**src/rtl/stv_aes_pkg.sv**
```systemverilog
// Shared AES helpers: ShiftRows row-offset table and the ping-pong bank state encoding.
package stv_aes_pkg;

  typedef enum logic [1:0] {
    BkEmpty    = 2'd0,
    BkFilling  = 2'd1,
    BkFull     = 2'd2,
    BkDraining = 2'd3
  } bank_state_e;

  // Row offsets C_r, row 0 in the low slot.
  localparam logic [3:0][2:0] RowOffsetsNb46 = {3'd3, 3'd2, 3'd1, 3'd0};
  localparam logic [3:0][2:0] RowOffsetsNb8  = {3'd4, 3'd3, 3'd1, 3'd0};

  function automatic int unsigned row_offset(input int unsigned nb, input logic [1:0] row);
    logic [2:0] off;
    off = (nb == 8) ? RowOffsetsNb8[row] : RowOffsetsNb46[row];
    return int'(off);
  endfunction

  function automatic bit nb_legal(input int unsigned nb);
    return (nb == 4) || (nb == 6) || (nb == 8);
  endfunction

  function automatic bit lanes_legal(input int unsigned lanes);
    return (lanes == 1) || (lanes == 2) || (lanes == 4);
  endfunction

endpackage

```
**src/rtl/stv_aes_shiftrows_nb.sv**
```systemverilog
// Combinational ShiftRows / InvShiftRows over a full column-major state of NB columns.
module stv_aes_shiftrows_nb
  import stv_aes_pkg::*;
#(
  parameter int unsigned NB = 4
) (
  input  logic [4*NB-1:0][7:0] in_bytes,
  input  logic                 inverse,
  output logic [4*NB-1:0][7:0] out_bytes
);

  for (genvar c = 0; c < NB; c++) begin : g_col
    for (genvar r = 0; r < 4; r++) begin : g_row
      localparam int unsigned Off    = row_offset(NB, 2'(r));
      localparam int unsigned FwdSrc = 4 * ((c + Off) % NB) + r;
      localparam int unsigned InvSrc = 4 * ((c + NB - Off) % NB) + r;
      assign out_bytes[4*c+r] = inverse ? in_bytes[InvSrc] : in_bytes[FwdSrc];
    end
  end

endmodule

```
**src/rtl/stv_aes_shiftrows_stream.sv**
```systemverilog
// Streaming ShiftRows with two ping-pong banks; each block keeps its first-beat direction.
// Optional per-block identity bypass: define STV_AES_SHIFTROWS_STREAM_BYPASS_EN.
module stv_aes_shiftrows_stream
  import stv_aes_pkg::*;
#(
  parameter int unsigned NB    = 4,
  parameter int unsigned LANES = 4
) (
  input  logic                 clk,
  input  logic                 rst_n,
  input  logic                 in_valid,
  output logic                 in_ready,
  input  logic [8*LANES-1:0]   in_data,
  input  logic                 in_inverse,
`ifdef STV_AES_SHIFTROWS_STREAM_BYPASS_EN
  input  logic                 bypass_in,
`endif
  output logic                 out_valid,
  input  logic                 out_ready,
  output logic [8*LANES-1:0]   out_data,
  output logic                 out_last
);

  localparam int unsigned NBytes = 4 * NB;
  localparam int unsigned Beats  = NBytes / LANES;
  localparam int unsigned CntW   = $clog2(Beats);
  localparam int unsigned IdxW   = $clog2(NBytes);

  if (!nb_legal(NB)) begin : g_bad_nb
    $error("stv_aes_shiftrows_stream: NB must be 4, 6 or 8");
  end
  if (!lanes_legal(LANES)) begin : g_bad_lanes
    $error("stv_aes_shiftrows_stream: LANES must be 1, 2 or 4");
  end

  bank_state_e                state_q [2];
  bank_state_e                state_d [2];
  logic [NBytes-1:0][7:0]     bank_q  [2];
  logic [1:0]                 inv_q;
  logic                       wr_bank_q, rd_bank_q;
  logic [CntW-1:0]            wr_cnt_q, rd_cnt_q;
  logic                       rdy_en_q;
  logic                       in_fire, out_fire, wr_last, rd_last;
  logic [NBytes-1:0][7:0]     rd_bytes, perm_bytes, disp_bytes;
  logic [8*LANES-1:0]         beat_data;

  assign wr_last = (wr_cnt_q == CntW'(Beats - 1));
  assign rd_last = (rd_cnt_q == CntW'(Beats - 1));

  // Handshake status depends only on registered bank state.
  always_comb begin
    in_ready  = rdy_en_q &&
                ((state_q[wr_bank_q] == BkEmpty) || (state_q[wr_bank_q] == BkFilling));
    out_valid = (state_q[rd_bank_q] == BkFull) || (state_q[rd_bank_q] == BkDraining);
    in_fire   = in_valid && in_ready;
    out_fire  = out_valid && out_ready;
  end

  always_comb begin
    state_d = state_q;
    for (int b = 0; b < 2; b++) begin
      if (in_fire && (wr_bank_q == 1'(b))) begin
        state_d[b] = wr_last ? BkFull : BkFilling;
      end
      if (out_fire && (rd_bank_q == 1'(b))) begin
        state_d[b] = rd_last ? BkEmpty : BkDraining;
      end
    end
  end

  always_ff @(posedge clk or negedge rst_n) begin
    if (!rst_n) begin
      state_q[0] <= BkEmpty;
      state_q[1] <= BkEmpty;
      inv_q      <= '0;
      wr_bank_q  <= 1'b0;
      rd_bank_q  <= 1'b0;
      wr_cnt_q   <= '0;
      rd_cnt_q   <= '0;
      rdy_en_q   <= 1'b0;
    end else begin
      state_q  <= state_d;
      rdy_en_q <= 1'b1;
      if (in_fire) begin
        if (wr_cnt_q == '0) begin
          inv_q[wr_bank_q] <= in_inverse;
        end
        wr_cnt_q <= wr_last ? '0 : wr_cnt_q + 1'b1;
        if (wr_last) begin
          wr_bank_q <= ~wr_bank_q;
        end
      end
      if (out_fire) begin
        rd_cnt_q <= rd_last ? '0 : rd_cnt_q + 1'b1;
        if (rd_last) begin
          rd_bank_q <= ~rd_bank_q;
        end
      end
    end
  end

  // Payload storage needs no reset; outputs are gated by out_valid.
  always_ff @(posedge clk) begin
    if (in_fire) begin
      for (int k = 0; k < int'(LANES); k++) begin
        bank_q[wr_bank_q][IdxW'(int'(wr_cnt_q) * int'(LANES) + k)] <= in_data[8*k +: 8];
      end
    end
  end

  assign rd_bytes = bank_q[rd_bank_q];

  stv_aes_shiftrows_nb #(
    .NB (NB)
  ) u_shiftrows (
    .in_bytes  (rd_bytes),
    .inverse   (inv_q[rd_bank_q]),
    .out_bytes (perm_bytes)
  );

`ifdef STV_AES_SHIFTROWS_STREAM_BYPASS_EN
  logic [1:0] byp_q;

  always_ff @(posedge clk or negedge rst_n) begin
    if (!rst_n) begin
      byp_q <= '0;
    end else if (in_fire && (wr_cnt_q == '0)) begin
      byp_q[wr_bank_q] <= bypass_in;
    end
  end

  assign disp_bytes = byp_q[rd_bank_q] ? rd_bytes : perm_bytes;
`else
  assign disp_bytes = perm_bytes;
`endif

  always_comb begin
    beat_data = '0;
    for (int k = 0; k < int'(LANES); k++) begin
      beat_data[8*k +: 8] = disp_bytes[IdxW'(int'(rd_cnt_q) * int'(LANES) + k)];
    end
  end

  assign out_data = out_valid ? beat_data : '0;
  assign out_last = out_valid && rd_last;

endmodule

```
**config.mk**
```make
export PLATFORM = sky130hd
export DESIGN_NAME = stv_aes_shiftrows_stream
export DESIGN_NICKNAME = d
export VERILOG_FILES = /design/src/rtl/stv_aes_pkg.sv /design/src/rtl/stv_aes_shiftrows_nb.sv /design/src/rtl/stv_aes_shiftrows_stream.sv
export SDC_FILE = /design/constraint.sdc
export NUM_CORES = 1
export LEC_CHECK = 0
export ABC_AREA = 1
export BUFFER_PORTS_ARGS = -buffer_cell sky130_fd_sc_hd__buf_2
export CAP_MARGIN = 10
export CORE_ASPECT_RATIO = 1.5
export CORE_MARGIN = 5
export CORE_UTILIZATION = 50
export DETAILED_ROUTE_END_ITERATION = 8
export PLACE_DENSITY = 0.69
export REMOVE_ABC_BUFFERS = 1
export SLEW_MARGIN = 30
export SYNTH_ARGS = -nofsm -noshare
export SYNTH_HDL_FRONTEND = slang
export SYNTH_HIERARCHICAL = 1
export SYNTH_SLANG_ARGS = --single-unit
export TNS_END_PERCENT = 10
```
**constraint.sdc**
```tcl
create_clock -name clk -period 3.3 [get_ports clk]
set_input_delay 0.66 -clock clk [delete_from_list [all_inputs] [get_ports clk]]
set_output_delay 0.66 -clock clk [all_outputs]
set_load 0.03 [all_outputs]
```
-- Yosys cells after proc, flatten, opt, wreduce, memory -nomap -nowiden
Memory sizes are Yosys's and may differ from the RTL's.
Index checks and enable logic that the tools add are counted.
- register bits after elaboration: 13
- RAM bits: 256
- input port bits: 37
- output and inout bits: 35
- logic and storage cells: 694
- memories kept: 1
- memory list (name ; words ; width ; rd ports ; clocked after Yosys merged registers in ; wr ports ; line ; text):
    bank_q ; 2 ; 128 ; 1 ; 0 ; 1 ; stv_aes_shiftrows_stream.sv:38 ; logic [NBytes-1:0][7:0] bank_q [2];
- $add $sub $neg: 8
- $lt $le $gt $ge: 17
- equality and inequality tests: 5
- mux-type cells: 341
- bitwise logic cells: 292
- reductions and logical operators: 22
- operator list (operator ; number):
    2-to-1 mux 128 bit ; 3
    2-to-1 mux 1 bit ; 292
    bitwise OR 1 bit ; 288
    2-to-1 mux 8 bit ; 20
    binary-select mux 8 bit (select 4 bit) ; 3
    demux 8 bit (select 4 bit) ; 3
    2-to-1 mux 32 bit ; 2
    < comparator 4 x 6 -> 1 bit, second input constant ; 8
    2-to-1 mux 2 bit ; 14
    adder 4 x 2 -> 4 bit, second input constant ; 4
    binary-select mux 8 bit (select 2 bit) ; 1
    demux 8 bit (select 2 bit) ; 1
    greater-or-equal comparator 4 x 1 -> 1 bit, second input constant ; 4
    logical AND 1 bit ; 13
    adder 4 x 1 -> 4 bit, second input constant ; 2
    equality test 2 bit, second input constant ; 4
    AND reduction 2 bit ; 3
    adder 2 x 1 -> 2 bit, second input constant ; 2
    greater-or-equal comparator 2 bit, second input constant ; 2
    logical NOT 2 bit ; 2
    < comparator 1 x 2 -> 1 bit, second input constant ; 2
    NOT 1 -> 2 bit ; 2
    nonzero test 2 bit ; 2
    bitwise mux 2 bit ; 1
    other kinds (5) ; 7

-- Logic depth before layout (Yosys ltp)
Gate-level depths: netlist (run 1).
- depth after elaboration: 13
- depth in mapped cells: 13
- mapped depth without buffers: 10

-- Modules after synthesis
The synthesis (run 1) kept the hierarchy.
- by module, submodules not included (module ; times used ; cells each ; area each (sq um) ; sequential area each (sq um)):
    stv_aes_shiftrows_stream ; 1 ; 1140 ; 11710.0 ; 7962.6
    stv_aes_shiftrows_nb ; 1 ; 270 ; 1325.0 ; 0.0

-- Worst setup path before layout (run 1)
Ideal clock, no wire load.
- kind: input port to flip-flop
- start point: in in_valid
- end point: mem bank_q[0][0] in the netlist's numbering, enable pin
- setup time: 0.421 ns
- arrival time: 2.586 ns
- required time: 2.879 ns
- slack: 0.293 ns
- stages: 4
- buffers on the path: 2
- path through: buf_2 -> nand3_4 -> buf_6 -> nor2_1
- cells in the longest elaborated chain, start to end: 6
- elaborated cells between the ends (all ways): 9
- classes of those cells: mux (5); bitwise (3); reduce/logical (1)
- ends and longest elaborated chain (what ; line ; text):
    from (decl) ; stv_aes_shiftrows_stream.sv:11 ; input logic in_valid,
    logical AND 1 bit (*) ; stv_aes_shiftrows_stream.sv:55 ; in_fire = in_valid && in_ready;
    2-to-1 mux 1 bit (*) ; stv_aes_shiftrows_stream.sv:104 ; if (in_fire) begin
    2-to-1 mux 32 bit (implied by the code) / 2-to-1 mux 128 bit (equally long branches) ; stv_aes_shiftrows_stream.sv:106 ; bank_q[wr_bank_q][IdxW'(int'(wr_cnt_q) * int'(LANES) + k)] <= in_data[8*k +: 8];
    bitwise OR 1 bit (no source line) (2 in a row) ; n/a ;
    bitwise OR 1 bit (no source line) (*) ; n/a ;
    to (decl) ; stv_aes_shiftrows_stream.sv:38 ;
Mark *: on every way between the ends. The rest lies on a longest branch, timed or not.

-- Worst setup path in the final report (run 1)
- start point: reg rd_bank_q
- end point: out out_data[0]
- cells in the longest elaborated chain, start to end: 7
- elaborated cells between the ends (all ways): 12
- classes of those cells: eq/ne (2); mux (7); bitwise (1); reduce/logical (1); memory (1)
- ends and longest elaborated chain (what ; line ; text):
    from (decl) ; stv_aes_shiftrows_stream.sv:40 ; logic wr_bank_q, rd_bank_q;
    from (signal assigned) ; stv_aes_shiftrows_stream.sv:96 ; rd_bank_q <= ~rd_bank_q;
    parallel branches: the longest is 6 deep, another holds memory read (2 x 128 bit) ; n/a ;
    2-to-1 mux 32 bit (*) ; stv_aes_shiftrows_stream.sv:144 ; assign out_data = out_valid ? beat_data : '0;
    to (decl) ; stv_aes_shiftrows_stream.sv:20 ; output logic [8*LANES-1:0] out_data,
Mark *: on every way between the ends. The select of a mux whose other input is x is not followed.

==> flow_summary_export.csv, run 1 <==
group,metric,value,unit
status,run_status,"completed",
synthesis,ys_seq_elements,267,
setup_path,critical_setup_path_kind,"reg2out",
sta,fin_worst_hold_slack,9.11,ps
place,port_buffers,71,
detailed_routing,routedWlPerCell,18.1,um
sta,worst_clock_skew,19.8,ps
detailed_routing,first_pass_iters,6,
cts,ctsLongestPathBuffers,3,
grt,grt_ovf,0,
floorplanning,fp.dieArea,29500,sq um
finish,n_fill_cell,2273,
grt,global_route.usage.total,0.206,
floorplanning,start_util,0.506,
floorplanning,floorplan.rows,72,
finish,final_cell_utilization_of_the_core,0.555,
sta,report.final.slew_viol_count,0,
synthesis,yosys_warnings,6,
sta,period_share,0.995,
floorplanning,fp.dieW,142,um
setup_path,worstPathCellList,"dlymetal6s2s_1 > buf_4 > o21ai_4 > clkinvlp_4 > buf_4 > buf_4 > a21oi_1 > buf_2",
detailed_routing,drtIter0Drc,904,
sta,tightestPinTransition,835,ps
synthesis,synth.lib_cells_used.distinct,24,
cts,tritoncts.num_buffers,25,
detailed_routing,drcViolationCount,0,
setup_path,slowest_delay,540,ps
finish,nets,1458,
synthesis,synth_area_per_cell,9.24,sq um
flow_run,max-cap-violations,0,
sta,setup-tns-final,0,ps
cts,clock-sinks,267,
setup_path,path_depth,8,
sta,report.final.hold_viol_count,0,
place,dp_hpwl,18000,um
synthesis,synth_sequential_area_ratio,0.611,
finish,final_layout_size_suffix_gt1_frac,0.126,
setup_path,worstRegToRegCells,6,
grt,antenna_found_initial,0,
grt,grt_start_max_net_pins,109,
setup_path,worst_path_max_delay_cell,"dfrtp_4",
detailed_routing,dr_total_vias,9467,
finish,antenna_cells,0,
synthesis,syn-instance-count,1410,
setup_path,worst_path_arrival_time,2620,ps
setup_path,critical_path.n_buffers_inverters,6,
setup_path,path_delay_family,"buffers and inverters",
detailed_routing,post_drt_via_cell_ratio,5.37,
grt,grt_pass1_wl,47900,um
detailed_routing,routed_wirelength,32000,um
pwr,leakagePower,6.00,nW
sta,timing.final.crit_period,3280,ps
floorplanning,core,25800,sq um
pwr,vdd_drop_max,0.000524,V
setup_path,start_kind,"flip-flop",
cts,clk_pin_slew,70,ps
sta,fmaxAchievable,305,MHz
detailed_routing,drt.antenna.violating_nets,0,
sta,slew-limit-headroom,0.441,
hold_path,worst_hold_path_type,"in2async",
pwr,power.density_cell_area,855,nW/um^2
floorplanning,die-height,208,um
floorplanning,floorplan.io_pins,72,
sta,unrepaired_setup_endpoints_after_global_routing,"yes",
setup_path,critical_path_required,2640,ps
cts,tritoncts,"yes",
sta,finalSetupViolCount,0,
place,final_estimated_routing_congestion_in_global_placement,0.791,
grt,grt_pass1_vias,9130,
cts,hold_buffer_count_at_cts,0,
setup_path,timing.critical_path.mode_cell,"buf_4",
cts,max_h_tree_level,1,
cts,clock_insertion_delay_worst_skew,520,ps
finish,area.growth.synth_to_final,9.64,%
cts,cts-root-buf,"clkbuf_16",
setup_path,crit_fanout,10,
synthesis,synthesis.area,13000,sq um
setup_path,worst_setup_path_end_kind,"primary output",
[layer usage]
layer / up-vias / global-route usage / wire (um)
li1: 4574 / - / -
met5: - / 0 / 0
met1: 4434 / 0.250 / 11900
met4: 0 / 0.0679 / 807
met3: 66 / 0.0198 / 2340
met2: 393 / 0.379 / 17000
[area by class of cell]
| class | instances | area [sq um] | area share |
|---|---|---|---|
| repair buffers | 118 | 931 | 0.0651 |
| multi-input cells | 975 | 4110 | 0.287 |
| flip-flops and latches | 267 | 7970 | 0.558 |
| well taps | 333 | 417 | 0.0292 |
| clock buffers | 29 | 641 | 0.0448 |
| inverters | 28 | 119 | 0.00832 |
| clock inverters | 13 | 111 | 0.00779 |
[where the power goes]
group          internal [mW]  switching (mW)
Sequential              3.95           0.121
Combinational           1.68            3.80
Clock                   1.48            1.19
Total                   7.11            5.12
[synth_stat cells]
cell,instances,share of area
nand2_1,631,0.18
edfxtp_1,256,0.59
nor2_1,148,0.043
buf_4,65,0.037
o21ai_0,65,0.025
o21ai_1,65,0.025
a21oi_1,34,0.013
clkbuf_1,31,0.0089
inv_1,25,0.0072
buf_2,22,0.0084
dfrtp_1,11,0.021
nand3_1,10,0.0038
buf_6,9,0.0078
buf_1,7,0.0020
clkbuf_8,6,0.0063
ha_1,6,0.0058
o21ai_2,5,0.0034
nand3_4,4,0.0054
inv_2,3,0.00086
nand4_1,3,0.0014
conb_1,1,0.00029
nor2_4,1,0.00086
nor2_8,1,0.0015
nor3_1,1,0.00038
[sequential cells by signal, summed over array words and instances (netlist names)]
signal and flops:
bank_q 256, inv_q 2, rd_cnt_q 2, state_q 2, wr_cnt_q 2, rd_bank_q 1, rdy_en_q 1, wr_bank_q 1
[worst reg2reg max path, stage by stage, from the launching register on]
cell,delay [ps]
dfrtp_1,610
nand2_1,180
nand2_1,140
nor2_8,240
nand3_4,390
nor2_4,230
buf_4,420
[what timing repair did]
| action | 4_1_cts | 5_1_grt |
|---|---|---|
| cloned | 1 | 4 |
| pin swaps | 0 | 1 |
| hold endpoints to repair | 0 | 0 |
| endpoints found under the setup margin | 19 | 27 |
| buffers inserted | 0 | 6 |
| gates resized for setup | 3 | 18 |
[cells in the final DEF, fill, tap and decap left out, types with 5 or more instances in the layout]
cell type	count
o21ai_0	65
dfrtp_1	9
buf_4	34
inv_1	23
o21ai_2	5
edfxtp_1	256
nor2_1	140
nor2_4	5
nand3_1	10
nand2_1	630
ha_1	6
a21oi_1	33
o21ai_1	64
buf_12	6
clkbuf_16	29
buf_2	68
clkinvlp_4	5
[through the flow]
stage	setup WS [ps]	total power [mW]	cells	instance area, sq um
floorplan	-4850	7.52	1270	12100
global placement	404	9.00	1710	13300
detailed placement	410	9.10	1710	13300
CTS	-97.2	11.9	1753	14100
global route	-54.0	13.0	1763	14300
finish	16.7	12.2	1763	14300
[cell families (layout without fill, tap and decap cells)]
kind of cell	count (synthesis)	after routing	share of synthesized area
flops	267	267	0.611
fa+ha+maj	6	6	0.00576
other cells	1	1	0.000288
simple gates	799	799	0.238
compound gates	169	169	0.0663
buf+inv	168	188	0.0790
[final timing paths]
path                                        from                      to  slack [ps]
setup / recovery           rd_bank_q$_DFFE_PN0P_             out_data[0]          20
hold / removal                             rst_n    inv_q[0]$_DFFE_PN0P_           9
setup reg to reg           wr_bank_q$_DFFE_PN0P_  bank_q[1][6]$_DFFE_PP_         720
hold reg to reg             inv_q[0]$_DFFE_PN0P_    inv_q[0]$_DFFE_PN0P_         490
max in group asynchronous                  rst_n   rd_bank_q$_DFFE_PN0P_        3040
min in group clk                      in_inverse    inv_q[0]$_DFFE_PN0P_         390
No activity file was read; power rests on OpenSTA's default activity.
==> run 2: changes to the inputs <==
--- a/config.mk
+++ b/config.mk
@@ -8,15 +8,14 @@
 export ABC_AREA = 1
 export BUFFER_PORTS_ARGS = -buffer_cell sky130_fd_sc_hd__buf_2
 export CAP_MARGIN = 10
-export CORE_ASPECT_RATIO = 1.5
 export CORE_MARGIN = 5
 export CORE_UTILIZATION = 50
 export DETAILED_ROUTE_END_ITERATION = 8
-export PLACE_DENSITY = 0.69
+export PLACE_DENSITY = 0.7
 export REMOVE_ABC_BUFFERS = 1
+export SKIP_LAST_GASP = 1
 export SLEW_MARGIN = 30
 export SYNTH_ARGS = -nofsm -noshare
 export SYNTH_HDL_FRONTEND = slang
-export SYNTH_HIERARCHICAL = 1
 export SYNTH_SLANG_ARGS = --single-unit
 export TNS_END_PERCENT = 10
==> flow_summary_export.csv, run 2 <==
group,metric,value,unit
finish,final_layout_size_suffix_gt1_frac,0.125,
cts,cts-root-buf,"clkbuf_16",
pwr,vdd_drop_max,0.000562,V
detailed_routing,dr_total_vias,8570,
sta,timing.final.crit_period,3270,ps
synthesis,library_cell_with_the_highest_instance_count_after_synthesis,"nand2_1",
synthesis,synthesis.area,12000,sq um
sta,fmaxAchievable,306,MHz
detailed_routing,drtIter0Drc,779,
sta,report.final.slew_viol_count,0,
detailed_routing,first_pass_iters,5,
sta,tightestPinTransition,836,ps
setup_path,critical_setup_path_kind,"reg2out",
sta,finalSetupViolCount,0,
sta,slew-limit-headroom,0.441,
grt,antenna_found_initial,2,
finish,area.growth.synth_to_final,13.5,%
synthesis,yosys.area.top_type_share,0.638,
sta,unrepaired_setup_endpoints_after_global_routing,"yes",
setup_path,timing.critical_path.mode_cell,"nand2_1",
finish,nets,1314,
synthesis,synth.lib_cells_used.distinct,27,
setup_path,critical_path_required,2640,ps
synthesis,count_of_flip_flops_with_a_built_in_enable_after_synthesis,256,
synthesis,syn-instance-count,1205,
pwr,leakagePower,5.50,nW
setup_path,crit_fanout,75,
cts,ctsLongestPathBuffers,3,
setup_path,worstPathCellList,"buf_16 > nand2_1 > o21ai_4 > buf_4 > nand2_1 > nor2_1 > buf_2",
detailed_routing,drt.antenna.violating_nets,0,
cts,clock_insertion_delay_worst_skew,530,ps
detailed_routing,routed_wirelength,28500,um
cts,tritoncts,"yes",
cts,postCtsSetupBuffers,0,
synthesis,ys_seq_elements,267,
floorplanning,core,23600,sq um
synthesis,synth_top_cell_by_area,"edfxtp_1",
detailed_routing,highest-signal-layer,"met5",
grt,grt_pass1_vias,8266,
floorplanning,fp.dieArea,27300,sq um
sta,period_share,0.990,
sta,worst_clock_skew,6.82,ps
floorplanning,start_util,0.510,
place,final_estimated_routing_congestion_in_global_placement,0.805,
grt,global_route.usage.total,0.211,
detailed_routing,post_drt_via_cell_ratio,5.31,
cts,clock-sinks,267,
synthesis,synth_area_leaders,"edfxtp_1 (64%), nand2_1 (12%), nand3_1 (6.1%)",
synthesis,synth_area_per_cell,9.99,sq um
setup_path,worst_path_arrival_time,2610,ps
finish,post-route-cell-area,13700,sq um
hold_path,worst_hold_path_type,"in2reg",
setup_path,slowest_delay,610,ps
synthesis,synth_common_cells,"nand2_1 (382), edfxtp_1 (256), nor2_1 (157), nand3_1 (146), inv_1 (78)",
grt,grt_start_max_net_pins,89,
floorplanning,fp.dieW,165,um
finish,max_flop_register,"bank_q",
grt,grt_ovf,0,
grt,grt_pass1_wl,44900,um
place,port_buffers,71,
synthesis,synth_sequential_area_ratio,0.661,
pwr,power.density_cell_area,846,nW/um^2
synthesis,async_flop_share,0.0412,
setup_path,worst_setup_path_end_kind,"primary output",
detailed_routing,drt-met1-wl,12000,um
detailed_routing,met2_wirelength,13600,um
floorplanning,floorplan.io_pins,72,
cts,tritoncts.num_buffers,28,
synthesis,synth-main-ff-cell,"edfxtp_1",
floorplanning,floorplan.rows,56,
status,run_status,"completed",
place,preCtsSetupSlack,440,ps
place,dp_hpwl,16400,um
finish,mostFrequentLayoutCells,"nand2_1 (382), edfxtp_1 (256), nor2_1 (151), nand3_1 (146), inv_1 (78)",
cts,max_h_tree_level,1,
flow_run,max-cap-violations,0,
sta,finalWorstSetupSlack,33.4,ps
setup_path,start_kind,"flip-flop",
setup_path,worst_path_max_delay_cell,"dfrtp_4",
floorplanning,die-height,165,um
finish,largest_reg_flops,256,
sta,report.final.hold_viol_count,0,
synthesis,yosys_warnings,0,
cts,clk_pin_slew,60,ps
finish,layout_commonest_cell,"nand2_1",
detailed_routing,wl_met3,2130,um
detailed_routing,routedWlPerCell,17.6,um
detailed_routing,drcViolationCount,0,
sta,setup-tns-final,0,ps
place,post_dp_cell_area,12800,sq um
run 2: cell count changes in the layout (fill, tap and decap cells not counted), sizes merged, moves of 3 or more:
cell | before | now
o21ai | 135 | 72
nor3 | 1 | 4
a21oi | 34 | 8
inv | 29 | 80
clkinv | 6 | 15
nand2 | 631 | 390
buf | 110 | 100
nor2 | 150 | 162
clkinvlp | 5 | 0
nand3 | 14 | 147
run 2: worst paths after layout:
check                                            from                      end  slack [ps]  depth (start not counted)
min in group asynchronous                       rst_n    rd_bank_q$_DFFE_PN0P_         540                          2
worst min-delay path                       in_inverse     inv_q[0]$_DFFE_PN0P_         370                          3
worst max register to register  wr_bank_q$_DFFE_PN0P_  bank_q[0][34]$_DFFE_PP_         860                          4
max in group asynchronous                       rst_n    rd_bank_q$_DFFE_PN0P_        2520                          2
worst min register to register   inv_q[1]$_DFFE_PN0P_     inv_q[1]$_DFFE_PN0P_         500                          2
worst max-delay path            rd_bank_q$_DFFE_PN0P_             out_data[21]          30                          7
run 2: cells by family after synthesis:
kind of cell | after synthesis | synth area share
flip-flops | 267 | 0.661
other | 1 | 0.000311
buffers and inverters | 146 | 0.0555
AND/OR/NAND/NOR | 705 | 0.243
adder cells (fa/ha/maj) | 6 | 0.00623
AO/OA/AOI/OAI | 80 | 0.0336
run 2: repair_timing:
action	4_1_cts	5_1_grt
cloned	0	0
hold buffers	1	0
setup endpoints to repair	13	15
hold endpoints to repair	11	0
resized for setup	1	2
run 2: final cells by class:
cell class | count | area [sq um]
Sequential cell | 267 | 7970
Clock inverter | 15 | 90.1
Multi-Input combinational cell | 792 | 3460
Antenna cell | 1 | 2.50
Fill cell | 1974 | 9950
Inverter | 81 | 308
Clock buffer | 37 | 756
Timing Repair Buffer | 101 | 682
Tap cell | 319 | 399
run 2: metal layers:
| metal | vias up | track usage |
|---|---|---|
| met3 | 49 | 0.0278 |
| met1 | 4061 | 0.295 |
| met2 | 312 | 0.351 |
| met5 | - | 0 |
| met4 | 2 | 0.0594 |
| li1 | 4146 | - |
run 2: where the power goes:
| part | switching (mW) | leakage [nW] | total (mW) | internal (mW) |
|---|---|---|---|---|
| logic | 3.23 | 2.65 | 4.48 | 1.25 |
| registers | 0.150 | 2.44 | 4.18 | 4.03 |
| clock network | 1.22 | 0.410 | 2.89 | 1.67 |
run 2: metrics by stage:
step	hold WS [ps]	std cells	power, mW	util
after floorplan	364	1140	7.18	-
after global placement	495	1559	8.65	0.542
after detailed placement	486	1559	8.70	0.542
after CTS	352	1612	11.6	0.578
after global routing	367	1613	12.3	0.579
final	370	1613	11.6	0.579
run 2: worst max-delay path: cells and delay by family (launching register included):
kind	cells	cell delay (ps)
AOI/OAI and AO/OA	1	90
buffers and inverters	3	880
DFF	1	610
and+or+nand+nor	3	450
